`config.mk`:
```
export PLATFORM = sky130hd
export DESIGN_NAME = game_sequencer
export DESIGN_NICKNAME = d
export VERILOG_FILES = /design/src/rtl/game_sequencer.sv
export SDC_FILE = /design/constraint.sdc
export NUM_CORES = 1
export LEC_CHECK = 0
export ABC_AREA = 1
export CAP_MARGIN = 10
export CORE_UTILIZATION = 56
export CTS_CLUSTER_SIZE = 14
export DETAILED_ROUTE_END_ITERATION = 7
export PLACE_DENSITY_LB_ADDON = 0.2
export SLEW_MARGIN = 20
export SYNTH_ARGS = -nofsm -noshare
export SYNTH_HDL_FRONTEND = slang
export SYNTH_SLANG_ARGS = --single-unit
export TNS_END_PERCENT = 30
```
`constraint.sdc`:
```
create_clock -name i_Clk -period 3.8 [get_ports i_Clk]
set_input_delay 0.76 -clock i_Clk [delete_from_list [all_inputs] [get_ports i_Clk]]
set_output_delay 0.76 -clock i_Clk [all_outputs]
set_load 0.01 [all_outputs]
```
`src/rtl/game_sequencer.sv`:
```
// Frogger game-state sequencer: IDLE/PLAY/HIT/WIN/OVER with lives, level and tick-timed freeze.
// State, pulses and enables update one clock after the causing input; inputs are sampled levels/strobes, no backpressure.
module game_sequencer #(
    parameter int FREEZE_TICKS = 30,
    parameter int START_LIVES  = 3,
    parameter int MAX_LEVEL    = 9
) (
    input  logic       i_Clk,
    input  logic       i_Reset,
    input  logic       i_Tick,
    input  logic       i_Collision,
    input  logic       i_Frog_At_Top,
    input  logic       i_Start,
    input  logic       i_Restart,
    output logic [2:0] o_State,
    output logic [1:0] o_Lives,
    output logic [3:0] o_Level,
    output logic       o_Car_Enable,
    output logic       o_Frog_Enable,
    output logic       o_Reset_Frog,
    output logic       o_Level_Up,
    output logic       o_Game_Over
);

    localparam logic [2:0] ST_IDLE = 3'd0;
    localparam logic [2:0] ST_PLAY = 3'd1;
    localparam logic [2:0] ST_HIT  = 3'd2;
    localparam logic [2:0] ST_WIN  = 3'd3;
    localparam logic [2:0] ST_OVER = 3'd4;

    localparam int             CNT_W      = $clog2(FREEZE_TICKS + 1);
    localparam logic [CNT_W-1:0] CNT_LAST = CNT_W'(FREEZE_TICKS - 1);
    localparam logic [1:0]     LIVES_INIT = 2'(START_LIVES);
    localparam logic [3:0]     LEVEL_MAX  = 4'(MAX_LEVEL);
    localparam logic [3:0]     LEVEL_INIT = 4'd1;

    logic [2:0]       state, state_nxt;
    logic [1:0]       lives, lives_nxt;
    logic [3:0]       level, level_nxt;
    logic [CNT_W-1:0] cnt, cnt_nxt;
    logic             reset_frog_nxt, level_up_nxt;
    logic             start_prev, start_armed;
    logic             start_edge;
    logic             freeze_done;

    // start_armed stays low until i_Start is seen low, so a button held through reset never starts a game.
    assign start_edge  = i_Start && !start_prev && start_armed;
    assign freeze_done = i_Tick && (cnt == CNT_LAST);

    always_comb begin
        state_nxt      = state;
        lives_nxt      = lives;
        level_nxt      = level;
        cnt_nxt        = cnt;
        reset_frog_nxt = 1'b0;
        level_up_nxt   = 1'b0;
        if (i_Restart) begin
            state_nxt = ST_IDLE;
            lives_nxt = LIVES_INIT;
            level_nxt = LEVEL_INIT;
            cnt_nxt   = '0;
        end else begin
            case (state)
                ST_IDLE: begin
                    lives_nxt = LIVES_INIT;
                    level_nxt = LEVEL_INIT;
                    if (start_edge) begin
                        state_nxt      = ST_PLAY;
                        reset_frog_nxt = 1'b1;
                    end
                end
                ST_PLAY: begin
                    if (i_Collision) begin
                        state_nxt = ST_HIT;
                        cnt_nxt   = '0;
                        if (lives != 2'd0) lives_nxt = lives - 2'd1;
                    end else if (i_Frog_At_Top) begin
                        state_nxt = ST_WIN;
                        cnt_nxt   = '0;
                        if (level < LEVEL_MAX) begin
                            level_nxt    = level + 4'd1;
                            level_up_nxt = 1'b1;
                        end
                    end
                end
                ST_HIT: begin
                    if (freeze_done) begin
                        cnt_nxt = '0;
                        if (lives == 2'd0) begin
                            state_nxt = ST_OVER;
                        end else begin
                            state_nxt      = ST_PLAY;
                            reset_frog_nxt = 1'b1;
                        end
                    end else if (i_Tick) begin
                        cnt_nxt = cnt + CNT_W'(1);
                    end
                end
                ST_WIN: begin
                    if (freeze_done) begin
                        cnt_nxt        = '0;
                        state_nxt      = ST_PLAY;
                        reset_frog_nxt = 1'b1;
                    end else if (i_Tick) begin
                        cnt_nxt = cnt + CNT_W'(1);
                    end
                end
                ST_OVER: begin
                    if (start_edge) begin
                        state_nxt = ST_IDLE;
                        lives_nxt = LIVES_INIT;
                        level_nxt = LEVEL_INIT;
                    end
                end
                default: begin
                    state_nxt = ST_IDLE;
                    lives_nxt = LIVES_INIT;
                    level_nxt = LEVEL_INIT;
                    cnt_nxt   = '0;
                end
            endcase
        end
    end

    always_ff @(posedge i_Clk or posedge i_Reset) begin
        if (i_Reset) begin
            state        <= ST_IDLE;
            lives        <= LIVES_INIT;
            level        <= LEVEL_INIT;
            cnt          <= '0;
            start_prev   <= 1'b0;
            start_armed  <= 1'b0;
            o_Reset_Frog <= 1'b0;
            o_Level_Up   <= 1'b0;
        end else begin
            state        <= state_nxt;
            lives        <= lives_nxt;
            level        <= level_nxt;
            cnt          <= cnt_nxt;
            start_prev   <= i_Start;
            start_armed  <= start_armed || !i_Start;
            o_Reset_Frog <= reset_frog_nxt;
            o_Level_Up   <= level_up_nxt;
        end
    end

    assign o_State       = state;
    assign o_Lives       = lives;
    assign o_Level       = level;
    assign o_Car_Enable  = (state == ST_PLAY);
    assign o_Frog_Enable = (state == ST_PLAY);
    assign o_Game_Over   = (state == ST_OVER);

endmodule

```
Word-level counts from Yosys, hierarchy flattened
Index checks and enable logic that the tools add are counted.

storage, ports and cells
  flip-flop bits (word level) = 18
  input bits = 7
  output and inout port bits = 14
  logic and storage cells = 82

operators by class
  $add $sub $neg = 3
  $lt $le $gt $ge = 1
  eq/ne operators = 18
  mux-type cells = 37
  reduce and logical (&&, ||, !) cells = 15

operators with widths
  operator             number
  $mux 5               5
  $mux 3               8
  $mux 4               5
  $ne 3x3->1 const B   6
  $pmux 3 s5           1
  $pmux 5 s3           1
  $pmux 4 s3           1
  $mux 1               10
  $reduce_and 5->1     2
  $ne 3x2->1 const B   3
  $mux 2               4
  $eq 3x2->1 const B   2
  $pmux 2 s3           1
  $add 5x1->5 const B  1
  $eq 5x5->1 const B   1
  $add 4x1->4 const B  1
  $lt 4x4->1 const B   1
  $ne 2x1->1 const B   2
  $ne 4x1->1 const B   1
  $ne 4x4->1 const B   1
  $reduce_and 4->1     1
  $reduce_or 2->1      2
  $eq 3x1->1 const B   1
  $eq 3x3->1 const B   1
  9 further kinds      12

Logic depth before layout (Yosys ltp)
  depth after elaboration = 6
  mapped depth = 10
  gate-level depth less buffers = 10

Worst setup path after synthesis
Ideal clock, no wire load.

  path kind = register to output
  from = register state[1] (netlist: o_State[1])
  to = output port o_Frog_Enable
  arrival = 0.982 ns
  data required time = 3.040 ns
  path slack = 2.058 ns
  cell stages (with the launch flop) = 5
  buffers on the path = 1
  cells stage by stage = dfrtp_1 -> inv_2 -> nand2_1 -> nor2_2 -> buf_4

on the way
  cells in the longest elaborated chain, start to end = 1

RTL lines
  element                 line  source
  start, declared         37    logic [2:0] state, state_nxt;
  start signal, assigned  136   state <= state_nxt;
  $eq 3x1->1              n/a
  end, declared           19    output logic o_Frog_Enable,

Every way passes these cells.

Worst setup path after layout
  from = register state[1] (netlist: o_State[1])
  to = output port o_Frog_Enable

on the way
  cells in the longest elaborated chain, start to end = 1

RTL lines
  element     line  source
  $eq 3x1->1  151   assign o_Frog_Enable = (state == ST_PLAY);

Every way passes these cells.

==> qor.csv <==
stage;metric;value;unit
cells_and_area;final core utilization;0.736;
cells_and_area;final-stage net count;196;
critical_path;CP arrival;1710;ps
route;via count;1053;
clocking;H-tree Lvls;1;
power_and_ir_drop;PwrDens;499;nW/um^2
floorplanning;Die Span X;48.2;um
timing;Final Max Slew Viols;0;
clocking;worst skew pair latency;300;ps
floorplanning;IO Count;21;
yosys;Syn Std Cell Area;1200;um^2
grt;first-pass GRT wire length;3760;um
timing;Slew headroom;0.542;
place;I/O Buffers;20;
grt;met2 GRT Util;0.400;
critical_path;Cell Chain, Critical Path;inv_2 -> nand2_1 -> nor2_2 -> clkdlybuf4s50_1;
timing;Layout Skew;5.43;ps
timing;Fmax achieved;0.404;GHz
clocking;CTS tree;yes;
critical_path;Setup CP Type;reg2out;
clocking;CTS Root Cell;clkbuf_4;
grt;GRT Total Usage;0.237;
timing;count of final hold-check violations;0;
critical_path;CP Buf/Inv Count;2;
critical_path;CP peak stage delay;580;ps
yosys;cells after synthesis;160;
timing;Slew @ Worst Pin;687;ps
cells_and_area;commonest cells after routing, fill and taps aside;nand2_1 (50), inv_1 (20), clkdlybuf4s50_1 (20);
power_and_ir_drop;Psw;0.295;mW
critical_path;Critical Path End Type;output pin;
critical_path;worst-path cell with the longest stage delay;clkdlybuf4s50_1;
job;Max Cap Viol;0;
power_and_ir_drop;sw frac;0.405;
grt;GRT overflow;0;
power_and_ir_drop;leakage;0.759;nW
timing;Final min period;2470;ps
route;WL final;2410;um
timing;final setup TNS;0;ps
critical_path;critical path startpoint category;flip-flop;
critical_path;CP required;3040;ps
floorplanning;row count;16;
route;Via density;5.01;
timing;final setup vio count;0;
power_and_ir_drop;Sequential Power Share;0.372;
cells_and_area;commonest non-fill, non-tap cell in the layout;nand2_1;
cells_and_area;Area growth syn-to-layout;22.0;%
yosys;Post-synth EDFFs;0;
power_and_ir_drop;VDD IR max;0.367;mV
route;first-pass iteration count of the detailed router;4;
grt;vias in the first global route;896;
clocking;Setup Fix Bufs, Post-CTS;0;
critical_path;Critical Path Fanout Max;5;
timing;fin crit share;0.651;
floorplanning;Initial Util;0.604;
power_and_ir_drop;internal power component;0.433;mW
timing;setup repair after global routing missed its margin;false;
clocking;Max clock buf depth;2;
floorplanning;Chip Height;48.2;um
grt;Most Used Layer, Global Route;met2;
grt;largest net degree at the start of global routing;19;
yosys;commonest register cell after synthesis;dfrtp_1;
clocking;Hold Buf Count CTS;0;
cells_and_area;share of post-route cells with drive strength above 1;0.164;
floorplanning;Die ar.;2320;um^2
route;Starting DRT DRC Count;25;
cells_and_area;# diodes;0;
clocking;clock slew at reported path FFs;110;ps
place;GP Congestion;0.923;
yosys;syn_area_per_cell;7.48;um^2
route;DR DRC count;0;
clocking;CTS Sinks;18;
grt;met3 usage;0.0333;
grt;met1 Track Usage GR;0.290;
yosys;FF+latch count, synth;18;
critical_path;CP top delay family;buffers and inverters;
yosys;Post-synth ARST share;1.00;
clocking;cts bufs inserted;3;
yosys;distinct cell type count after synthesis;24;
clocking;# resized after CTS;0;
yosys;post-synthesis sequential area ratio;0.380;
yosys;Synthesis Warnings;0;
place;Post-DP HPWL;1930;um
yosys;synthesized netlist net count;172;
power_and_ir_drop;clock power share;0.168;
worst_hold_path;Worst Hold Class;reg2reg;
route;antenna-violating nets left;0;
cells_and_area;# fillers;173;
run_status;status;completed;
power_and_ir_drop;combinational power share;0.460;
route;WL/cell;11.5;um
grt;initial antenna violation count;0;
floorplanning;core area;1980;um^2
## per-layer routing
| layer | vias to the layer above | routed length [um] |
|---|---|---|
| met5 | - | 0 |
| met4 | 0 | 53 |
| met3 | 7 | 84 |
| met2 | 28 | 1190 |
| met1 | 478 | 1080 |
| li1 | 540 | - |
## sequential cells by signal, indices dropped and copies added (netlist names)
signal and count:
start_prev 1, start_armed 1, cnt 5, o_Level 4, o_Reset_Frog 1, o_Level_Up 1, o_State 3, o_Lives 2
## metrics by stage
stage | total power, mW | hold slack [ps] | instance area (um^2) | instances | setup WS, ps
floorplan | 0.492 | 427 | 1200 | 160 | 2060
global placement | 0.603 | 449 | 1420 | 206 | 1600
detailed placement | 0.610 | 448 | 1420 | 206 | 1590
CTS | 0.733 | 473 | 1460 | 210 | 1310
global route | 0.783 | 500 | 1460 | 210 | 1240
finish | 0.727 | 472 | 1460 | 210 | 1330
## path summary, 6_finish.rpt
path	start	endpoint	slack [ps]	cells after the start
min in group asynchronous	i_Reset	o_Level_Up	850	2
worst min register to register	start_armed	start_armed	470	2
worst max register to register	o_Level[0]	o_Level[3]	2370	10
worst min-delay path	start_armed	start_armed	470	2
worst max-delay path	o_State[1]	o_Frog_Enable	1330	4
max in group asynchronous	i_Reset	o_State[2]	2520	2
## worst reg2reg max path, cell delays in order (launching register included)
cell	delay, ps
dfstp_2	600
inv_1	80
ha_1	190
nand2_1	70
nand2_1	50
nand2_1	90
nand2_2	90
inv_2	50
nor2_1	30
nand2_1	50
nand2_1	40
## power groups by stage
stage | clock [mW] | sequential [mW] | combinational, mW
after floorplan | 0 | 0.280 | 0.212
after global placement | 0 | 0.273 | 0.331
after detailed placement | 0 | 0.274 | 0.336
after CTS | 0.125 | 0.270 | 0.338
after global routing | 0.134 | 0.276 | 0.373
final | 0.122 | 0.270 | 0.335
## cells in the mapped netlist, types with 2 or more instances
cell | n | area share
dfstp_2 | 3 | 0.066
nand2_4 | 2 | 0.019
nor2_2 | 3 | 0.016
nor2_4 | 3 | 0.028
a21oi_1 | 3 | 0.013
inv_2 | 6 | 0.019
nand2_1 | 50 | 0.16
nand4_1 | 2 | 0.010
o21ai_1 | 5 | 0.021
o21bai_1 | 2 | 0.013
nand3_1 | 12 | 0.050
inv_1 | 20 | 0.063
nand2_2 | 4 | 0.021
dfrtp_1 | 15 | 0.31
nor2_1 | 15 | 0.047
ha_1 | 5 | 0.052
xor2_1 | 3 | 0.022
## cell type report
type                       count  area, um^2  share of cell area
multi-input combinational    114         626               0.429
sequential                    18         454               0.311
timing repair buffer          20         200               0.137
inverter                      27         109              0.0746
clock buffer                   4        36.3              0.0249
tap                           27        33.8              0.0232
## cell families after synthesis
kind of cell,share of synthesized area
compound gates,0.0502
xor+xnor,0.0220
buf+inv,0.0973
simple gates,0.399
fa+ha+maj,0.0523
flops,0.380
No activity file was read; power rests on OpenSTA's default activity.
